### config.mk
export PLATFORM = sky130hd
export DESIGN_NAME = seven_seg_top
export DESIGN_NICKNAME = d
export VERILOG_FILES = /design/src/rtl/seven_seg_top.sv
export SDC_FILE = /design/constraint.sdc
export NUM_CORES = 1
export LEC_CHECK = 0
export BUFFER_PORTS_ARGS = -buffer_cell sky130_fd_sc_hd__clkbuf_2
export CAP_MARGIN = 30
export CORE_MARGIN = 5
export CORE_UTILIZATION = 55
export DETAILED_ROUTE_END_ITERATION = 12
export PLACE_DENSITY = 0.83
export REMOVE_ABC_BUFFERS = 1
export SKIP_LAST_GASP = 1
export SYNTH_ARGS = -nofsm -noshare
export SYNTH_HDL_FRONTEND = slang
export SYNTH_SLANG_ARGS = --single-unit
### constraint.sdc
create_clock -name clk -period 5 [get_ports clk]
set_input_delay 0.5 -clock clk [delete_from_list [all_inputs] [get_ports clk]]
set_output_delay 0.5 -clock clk [all_outputs]
set_load 0.01 [all_outputs]
### src/rtl/seven_seg_top.sv
// -----------------------------------------------------------------------------
// seven_seg_top
//   Board-level seven-segment driver for one common-anode digit. Two switches
//   pick a display mode, the remaining eight supply two 4-bit operands, and
//   the decoded glyph is registered before it drives the segments.
//
//   Modes (SW[9:8]):
//     00  operand A (SW[3:0]) as a hex digit
//     01  operand B (SW[7:4]) as a hex digit
//     10  (A + B) mod 16 as a hex digit
//     11  A as a decimal digit, "E" for 10-15
//
// Ports
//   clk  in   1   system clock, rising edge
//   rst  in   1   synchronous active-high reset
//   SW   in  10   mode and operands
//   hex  out  7   segments, active-low, hex[0]=a ... hex[6]=g
//
// Configuration
//   SEG7_SYNC_EN  when defined, SW passes through a 2-flop synchronizer before
//                 decode (SW-to-hex latency 3 cycles instead of 1).
// -----------------------------------------------------------------------------
module seven_seg_top (
  input  logic       clk,
  input  logic       rst,
  input  logic [9:0] SW,
  output logic [6:0] hex
);

  // Switch bus as seen by the decode logic
  logic [9:0] sw_dec;

`ifdef SEG7_SYNC_EN
  logic [9:0] sync_a;
  logic [9:0] sync_b;

  // Two-stage synchronizer for the asynchronous switch inputs
  always_ff @(posedge clk) begin
    if (rst) begin
      sync_a <= '0;
      sync_b <= '0;
    end else begin
      sync_a <= SW;
      sync_b <= sync_a;
    end
  end

  assign sw_dec = sync_b;
`else
  assign sw_dec = SW;
`endif

  logic [1:0] mode;
  logic [3:0] opa;
  logic [3:0] opb;
  logic [3:0] value;
  logic       dec_err;
  logic [6:0] glyph;

  assign mode = sw_dec[9:8];
  assign opa  = sw_dec[3:0];
  assign opb  = sw_dec[7:4];

  // Mode select; the 4-bit adder drops its carry so the sum wraps mod 16
  always_comb begin
    value   = opa;
    dec_err = 1'b0;
    unique case (mode)
      2'b00: value = opa;
      2'b01: value = opb;
      2'b10: value = opa + opb;
      2'b11: begin
        value   = opa;
        dec_err = (opa > 4'd9);
      end
    endcase
  end

  // Active-low glyph table; lowercase b and d keep them distinct from 8 and 0
  always_comb begin
    glyph = 7'h7F;
    if (dec_err) begin
      glyph = 7'h06;
    end else begin
      unique case (value)
        4'h0: glyph = 7'h40;
        4'h1: glyph = 7'h79;
        4'h2: glyph = 7'h24;
        4'h3: glyph = 7'h30;
        4'h4: glyph = 7'h19;
        4'h5: glyph = 7'h12;
        4'h6: glyph = 7'h02;
        4'h7: glyph = 7'h78;
        4'h8: glyph = 7'h00;
        4'h9: glyph = 7'h10;
        4'hA: glyph = 7'h08;
        4'hB: glyph = 7'h03;
        4'hC: glyph = 7'h46;
        4'hD: glyph = 7'h21;
        4'hE: glyph = 7'h06;
        4'hF: glyph = 7'h0E;
      endcase
    end
  end

  // Output register; reset blanks the digit
  always_ff @(posedge clk) begin
    if (rst) begin
      hex <= 7'h7F;
    end else begin
      hex <= glyph;
    end
  end

endmodule

=== After elaboration in Yosys (flattened, before gate mapping) ===
Memories as Yosys holds them, arrays and structs flattened.
Cells that the tools add are included.

* Input port bits: 12
* Memories kept: 1
* Output and inout port bits: 7
* Register bits after elaboration: 7
* Bits in read-only memories: 112

{| class="wikitable"
|+ Memories
! name !! depth !! bits a word !! rd ports !! clocked after Yosys merged registers in !! wr ports !! RTL line !! RTL
|-
| (no name shown) || 16 || 7 || 1 || 0 || 0 || 85 || <nowiki>unique case (value)</nowiki>
|}

* Add/subtract/negate cells: 1
* Order comparisons: 1
* Eq/ne operators: 3
* Reductions and logical operators: 3
* Mux-type cells: 3

{| class="wikitable"
|+ Operators by type and width
! operator !! count
|-
| 4-bit case mux with 3 select lines || 1
|-
| 7-bit two-way mux || 1
|-
| 4-bit adder || 1
|-
| 2-bit equality test, second input constant || 2
|-
| 4-bit > comparator, second input constant || 1
|-
| 2-bit OR reduction || 2
|-
| 2-bit by 1-bit equality test with 1-bit output, second input constant || 1
|-
| 2-bit logical NOT || 1
|-
| 1-bit two-way mux || 1
|}

=== Longest topological paths before layout ===
Gate-level depths: netlist of run 1.
An unclocked memory read counts as a cell.

* Word-level depth: 5
* Gate-level depth with buffers: 11
* Gate-level depth less buffers: 10

=== Worst setup path before layout of run 1 ===
No wires, ideal clock.

* Kind: input port to flip-flop
* Start point: input port SW[0]
* End point: register hex[0]
* Setup slack: 2.416 ns
* Stages on the path: 10
* Arrival: 2.464 ns
* Setup time: 0.120 ns
* Cells stage by stage: ha_1 > fa_1 > a22oi_1 > o21ai_1 > inv_1 > ha_1 > and2_1 > a21oi_1 > nor3_1 > a211o_1

* Cells in the longest elaborated chain, start to end: 4
* Elaborated cells between the ends (all ways): 6
* Those cells by class: 1 x add/sub; 1 x order compare; 3 x mux; 1 x memory

{| class="wikitable"
|+ Ends and longest elaborated chain
! item !! RTL line !! RTL
|-
| start, declared || 26 || <nowiki>input logic [9:0] SW,</nowiki>
|-
| 4-bit adder || 71 || <nowiki>2'b10: value = opa + opb;</nowiki>
|-
| 4-bit case mux with 3 select lines || 68 || <nowiki>unique case (mode)</nowiki>
|-
| memory read 16 x 7 bit || n/a ||
|-
| 7-bit two-way mux (*) || 82 || <nowiki>if (dec_err) begin</nowiki>
|-
| end signal, assigned || 111 || <nowiki>hex <= glyph;</nowiki>
|-
| end, declared || 27 || <nowiki>output logic [6:0] hex</nowiki>
|}

Every way passes the cells marked *; elsewhere a longest branch is shown, timed or not.
A chain may end at the register's enable or synchronous reset.

=== Final worst setup path of run 1 ===
* Start point: input port SW[0]
* End point: register hex[3]

The elaborated chain is that of the path after synthesis.

==> qor.yml, run 1 <==
drt:
  vias: 703
  first_pass_iters: 4
  vias_per_cell: 5.81
  post-route-drc-count: 0
  avgRoutedWirePerCell_um: 12.4
  wl_mm: 1.51
  ant_nets: 0
  drt_iter0_drc: 7
clocking:
  cts_buffers: 3
  cts.clk_slew.worst_paths_ns: 0.05
  cts_setup_buffers: 0
  clock_sinks: 7
  root_buffer: "clkbuf_4"
  cts_tree: "yes"
  htree_levels: 1
  post_cts_resize_count: 0
  hold_buffers: 0
  cts_buffer_depth: 2
synthesis:
  yosys_most_used_dff: "dfxtp_1"
  synthCells: 87
  synth_edf_count: 0
  ys_async_sr_fraction_pct: 0
  synth-xor-area-share_pct: 1.20
  syn_area_sq_um: 729
  synth_compound_area_share_pct: 28.8
  yosys-top-cells-count: "ha_1, nand2_1, a21oi_1, dfxtp_1, nor2_1"
  yosys.area.top_type: "ha_1"
  synth_most_common_cell: "ha_1"
  synth_top_family_by_area: "compound AO/OA/AOI/OAI gates"
  yosysUniqueCellTypes: 33
  synth_fa_ha_area_share_pct: 25.0
  ys_top_cells_by_area: "ha_1, dfxtp_1, nand2_1"
  synth_top_cell_area_share_pct: 22.3
  yosysWarnings: 0
  syn_area_per_cell_sq_um: 8.38
  ys_seq_elements: 7
  synth_simple_gate_area_share_pct: 17.5
  seq_area_frac_synth_pct: 19.2
  muxShareOfSynthArea_pct: 1.37
layout:
  largest_register_ffs: 7
  regMostFlops: "hex"
  syn_to_final_growth_pct: 14.8
  top_regs: "hex x7"
  num-nets-final: 133
  drive_above_1_share_pct: 22.6
  diodes: 0
  nFillCells: 110
worst_setup_path:
  worstSetupPathType: "in -> reg"
  worst-path-stages: 11
  path_cells: "clkbuf_2 > ha_1 > fa_1 > a22oi_1 > o21ai_1 > inv_1 > ha_1 > and2_1 > a21oi_1 > nor3_1 > a211o_1"
  critPathBufInv: 2
  critPathMaxStageDelay_ns: 0.48
  required_ns: 5.14
  crit_family: "adder cells"
  arrival_ns: 2.75
  crit_start: "SW[0]"
  cp-end-kind: "flip-flop"
  cp-start-kind: "input port"
  crit_end: "hex[3]$_SDFF_PP1_"
  slowest_stage: "fa_1"
  path_max_fanout: 6
  crit_path_frequent_cell: "ha_1"
sta:
  report.final.hold_viol_count: 0
  finalSetupTns_ns: 0
  slew_headroom_pct: 74.3
  drv_slew: 0
  final-setup-viol-count: 0
  max_freq_mhz: 382
  rsz0062_at_grt: "no"
  period_share_pct: 52.3
  worst_pin_slew_ns: 0.384
  final.min_clock_period_ns: 2.61
pwr:
  p_int_mw: 0.129
  p_clk_share_pct: 25.3
  peakVddDrop_v: 0.0000926
  powerDensity_nw_per_um2: 241
  total_power_mw: 0.202
  p_comb_share_pct: 42.2
  swShare_pct: 36.3
  p_switching_mw: 0.0733
  seqPwrFrac_pct: 32.5
  leakage_nw: 0.411
place:
  routabilityCongestion: 0.807
  dpl.hpwl_mm: 1.28
  portBuffers: 18
floorplan:
  die_width_um: 46.4
  rows: 13
  core_area_sq_um: 1280
  initial_utilization_pct: 56.8
  die_y_um: 46.4
  die-area_sq_um: 2150
  top_level_ports: 19
global_routing:
  grt_antenna_before_repair: 0
  grt_util_all_layers_pct: 17.2
  grt_pass1_wl_mm: 2.72
  grt_start_max_net_pins: 14
  grt_pass1_vias: 702
  globalRouteOverflowTotal: 0
outcome:
  status: "completed"
worst_hold_path:
  hp-class: "in -> reg"
  min_path_cells: 2
job:
  max-cap-violations: 0
placed cells by master (no fill, tap or decap), types with 2 or more instances in the layout:
master	synthesis	layout
a211o_1	2	2
a21oi_1	7	7
a22oi_1	2	2
clkbuf_2	0	18
clkbuf_4	0	3
dfxtp_1	7	7
ha_1	13	13
inv_1	5	5
nand2_1	12	12
nor2_1	7	7
nor3_1	3	3
o211ai_1	2	2
o21ai_1	3	3
o311ai_1	2	2
cell families after synthesis:
| family | after synthesis |
|---|---|
| muxes | 1 |
| buffers and inverters | 9 |
| AOI/OAI and AO/OA | 27 |
| adders and majority gates | 14 |
| and+or+nand+nor | 28 |
| DFF | 7 |
| xor gates and xnor gates | 1 |
cell type report:
| cell class | instances | area (sq um) | share of cell area, % |
|---|---|---|---|
| Tap cell | 15 | 18.8 | 2.24 |
| Timing Repair Buffer | 18 | 90.1 | 10.8 |
| Multi-Input combinational cell | 71 | 539 | 64.4 |
| Clock buffer | 4 | 26.3 | 3.14 |
| Sequential cell | 7 | 140 | 16.7 |
| Inverter | 6 | 22.5 | 2.69 |
power groups by stage:
stage          clock (mW)  combinational [mW]  sequential, mW
2_1_floorplan           0              0.0540          0.0712
4_1_cts            0.0531              0.0855          0.0657
5_1_grt            0.0568              0.0976          0.0665
6_report           0.0511              0.0852          0.0656
3_3_place_gp            0              0.0826          0.0666
3_5_place_dp            0              0.0849          0.0668
how the worst min path moves through the flow:
stage | from | endpoint | slack, ns
after CTS | rst | hex[0]$_SDFF_PP1_ | 0.51
after detailed placement | rst | hex[0]$_SDFF_PP1_ | 0.77
final | rst | hex[0]$_SDFF_PP1_ | 0.53
after global routing | rst | hex[3]$_SDFF_PP1_ | 0.52
after global placement | rst | hex[3]$_SDFF_PP1_ | 0.77
after floorplan | rst | hex[0]$_SDFF_PP1_ | 0.59
per-layer routing:
layer  wire length [um]  share of wire (%)  track usage [%]  up-vias
met5                  0                  0                0        -
met4                  0                  0             6.82        0
met3                105                7.0             2.34        0
met2                834                 55             33.8       29
met1                565                 38             17.7      320
li1                   -                  -                -      354
stage by stage:
step | instances | worst slack, ns | util (%) | hold WS (ns) | cell area, sq um
final | 121 | 2.39 | 65.1 | 0.528 | 837
after global placement | 117 | 2.21 | 63.1 | 0.765 | 811
after floorplan | 84 | 2.41 | - | 0.594 | 702
after detailed placement | 117 | 2.14 | 63.1 | 0.767 | 811
after global routing | 121 | 2.17 | 65.1 | 0.523 | 837
after CTS | 121 | 2.40 | 65.1 | 0.513 | 837
No activity file was read; power rests on OpenSTA's default activity.
==> run 2, diff against run 1 <==
--- a/config.mk
+++ b/config.mk
@@ -8,9 +8,9 @@
 export BUFFER_PORTS_ARGS = -buffer_cell sky130_fd_sc_hd__clkbuf_2
 export CAP_MARGIN = 30
 export CORE_MARGIN = 5
-export CORE_UTILIZATION = 55
+export CORE_UTILIZATION = 46
 export DETAILED_ROUTE_END_ITERATION = 12
-export PLACE_DENSITY = 0.83
+export PLACE_DENSITY = 0.74
 export REMOVE_ABC_BUFFERS = 1
 export SKIP_LAST_GASP = 1
 export SYNTH_ARGS = -nofsm -noshare
==> constraint.sdc (replaced) <==
create_clock -name clk -period 2.4 [get_ports clk]
set_input_delay 0.24 -clock clk [delete_from_list [all_inputs] [get_ports clk]]
set_output_delay 0.24 -clock clk [all_outputs]
set_load 0.01 [all_outputs]
==> qor.yml, run 2 (same netlist as run 1, synthesis figures left out) <==
floorplan:
  initial_utilization_pct: 48.4  # was 56.8%
  top_level_ports: 19  # unchanged
  die_y_um: 49.8  # was 46.4 um
  die_width_um: 49.8  # was 46.4 um
  rows: 14  # was 13
  die-area_sq_um: 2480  # was 2150 sq um
  core_area_sq_um: 1510  # was 1280 sq um
drt:
  drt_iter0_drc: 15  # was 7
  avgRoutedWirePerCell_um: 12.1  # was 12.4 um
  vias: 701  # was 703
  vias_per_cell: 5.56  # was 5.81
  ant_nets: 0  # unchanged
  post-route-drc-count: 0  # unchanged
  first_pass_iters: 4  # unchanged
  wl_mm: 1.53  # was 1.51 mm
worst_setup_path:
  cp-end-kind: "flip-flop"  # unchanged
  path_max_fanout: 5  # was 6
  worstSetupPathType: "in -> reg"  # unchanged
  arrival_ns: 2.22  # was 2.75 ns
  cp-start-kind: "input port"  # unchanged
  required_ns: 2.53  # was 5.14 ns
  crit_start: "SW[0]"  # unchanged
  crit_end: "hex[3]$_SDFF_PP1_"  # unchanged
sta:
  drv_slew: 0  # unchanged
  rsz0062_at_grt: "no"  # unchanged
  finalSetupTns_ns: 0  # unchanged
  setup_ws_ns: 0.318  # was 2.39 ns
  max_freq_mhz: 480
  final-setup-viol-count: 0  # unchanged
  worst_pin_slew_ns: 0.374  # was 0.384 ns
  final.min_clock_period_ns: 2.08
  slew_headroom_pct: 74.9  # was 74.3%
  period_share_pct: 86.7
  report.final.hold_viol_count: 0  # unchanged
layout:
  num-nets-final: 137  # was 133
  most-common-layout-cells: "clkbuf_2, ha_1, nand2_1"  # unchanged
  diodes: 0  # unchanged
  nFillCells: 141  # was 110
  largest_register_ffs: 7  # unchanged
  top_regs: "hex x7"  # unchanged
  syn_to_final_growth_pct: 19.0  # was 14.8%
  regMostFlops: "hex"  # unchanged
  drive_above_1_share_pct: 25.5  # was 22.6%
  instances_no_fill: 126  # was 121
  layout_commonest_cell: "clkbuf_2"  # unchanged
place:
  pre_cts_ws_ns: 0.0593  # was 2.14 ns
  dpl.hpwl_mm: 1.33  # was 1.28 mm
  routabilityCongestion: 0.763  # was 0.807
  post-place-cells: 122  # was 117
  portBuffers: 18  # unchanged
pwr:
  leakage_nw: 0.430  # was 0.411 nW
  powerDensity_nw_per_um2: 494  # was 241 nW/um^2
  peakVddDrop_v: 0.000192  # was 0.0000926 V
clocking:
  cts.clk_slew.worst_paths_ns: 0.05  # about the same
  htree_levels: 1  # unchanged
  hold_buffers: 0  # unchanged
  post_cts_resize_count: 0  # unchanged
  clock_sinks: 7  # unchanged
  root_buffer: "clkbuf_4"  # unchanged
  cts_setup_buffers: 0  # unchanged
  cts_tree: "yes"  # unchanged
  cts_buffers: 3  # unchanged
  cts_buffer_depth: 2  # unchanged
worst_hold_path:
  min_path_cells: 2  # unchanged
  hp-class: "in -> reg"  # unchanged
outcome:
  status: "completed"  # unchanged
global_routing:
  grt_antenna_before_repair: 0  # unchanged
  grt_pass1_wl_mm: 2.63  # was 2.72 mm
  grt_util_all_layers_pct: 13.2  # was 17.2%
  globalRouteOverflowTotal: 0  # unchanged
  grt_start_max_net_pins: 14  # unchanged
  grt_pass1_vias: 654  # was 702
job:
  max-cap-violations: 0  # unchanged
## run 2: cell count changes in the layout (fill, tap and decap cells not counted), sizes merged
cell / previous run / this run
buf: 0 / 4
## run 2: worst min path at each step
stage	startpoint	end	slack, ns
2_1_floorplan	rst	hex[0]$_SDFF_PP1_	0.33
3_5_place_dp	rst	hex[0]$_SDFF_PP1_	0.52
3_3_place_gp	rst	hex[0]$_SDFF_PP1_	0.51
6_report	rst	hex[0]$_SDFF_PP1_	0.27
4_1_cts	rst	hex[0]$_SDFF_PP1_	0.26
5_1_grt	rst	hex[0]$_SDFF_PP1_	0.26
## run 2: report_power, final
group | internal [mW] | switching, mW
combinational | 0.0812 | 0.107
sequential | 0.133 | 0.00367
clock | 0.0633 | 0.0407
## run 2: metal layers
| layer | global-route usage [%] | share of wire, % | up-vias |
|---|---|---|---|
| met4 | 6.11 | 2.1 | 0 |
| met3 | 4.52 | 7.3 | 7 |
| met5 | 0 | 0 | - |
| met2 | 23.1 | 49 | 24 |
| li1 | - | - | 364 |
| met1 | 14.0 | 41 | 306 |
## run 2: stage by stage
step                power [mW]  area, sq um  util [%]  hold WS, ns
floorplan                0.261          702         -        0.334
global placement         0.324          842      55.9        0.511
detailed placement       0.329          842      55.9        0.517
CTS                      0.433          868      57.6        0.258
global route             0.467          868      57.6        0.263
finish                   0.429          868      57.6        0.270
## run 2: critical path: stages
cell and delay [ns]:
clkbuf_2 0.09, ha_1 0.22, fa_1 0.43, a22oi_1 0.19, o21ai_1 0.09, buf_4 0.17, ha_1 0.30, a21oi_1 0.13
nor3_1 0.06, a211o_1 0.29
## run 2: area by class of cell
| type | instances | area, sq um | area share [%] |
|---|---|---|---|
| multi-input cells | 71 | 539 | 62.1 |
| flip-flops and latches | 7 | 140 | 16.1 |
| clock buffers | 4 | 26.3 | 3.03 |
| inverters | 6 | 22.5 | 2.59 |
| well taps | 16 | 20.0 | 2.31 |
| repair buffers | 22 | 120 | 13.8 |
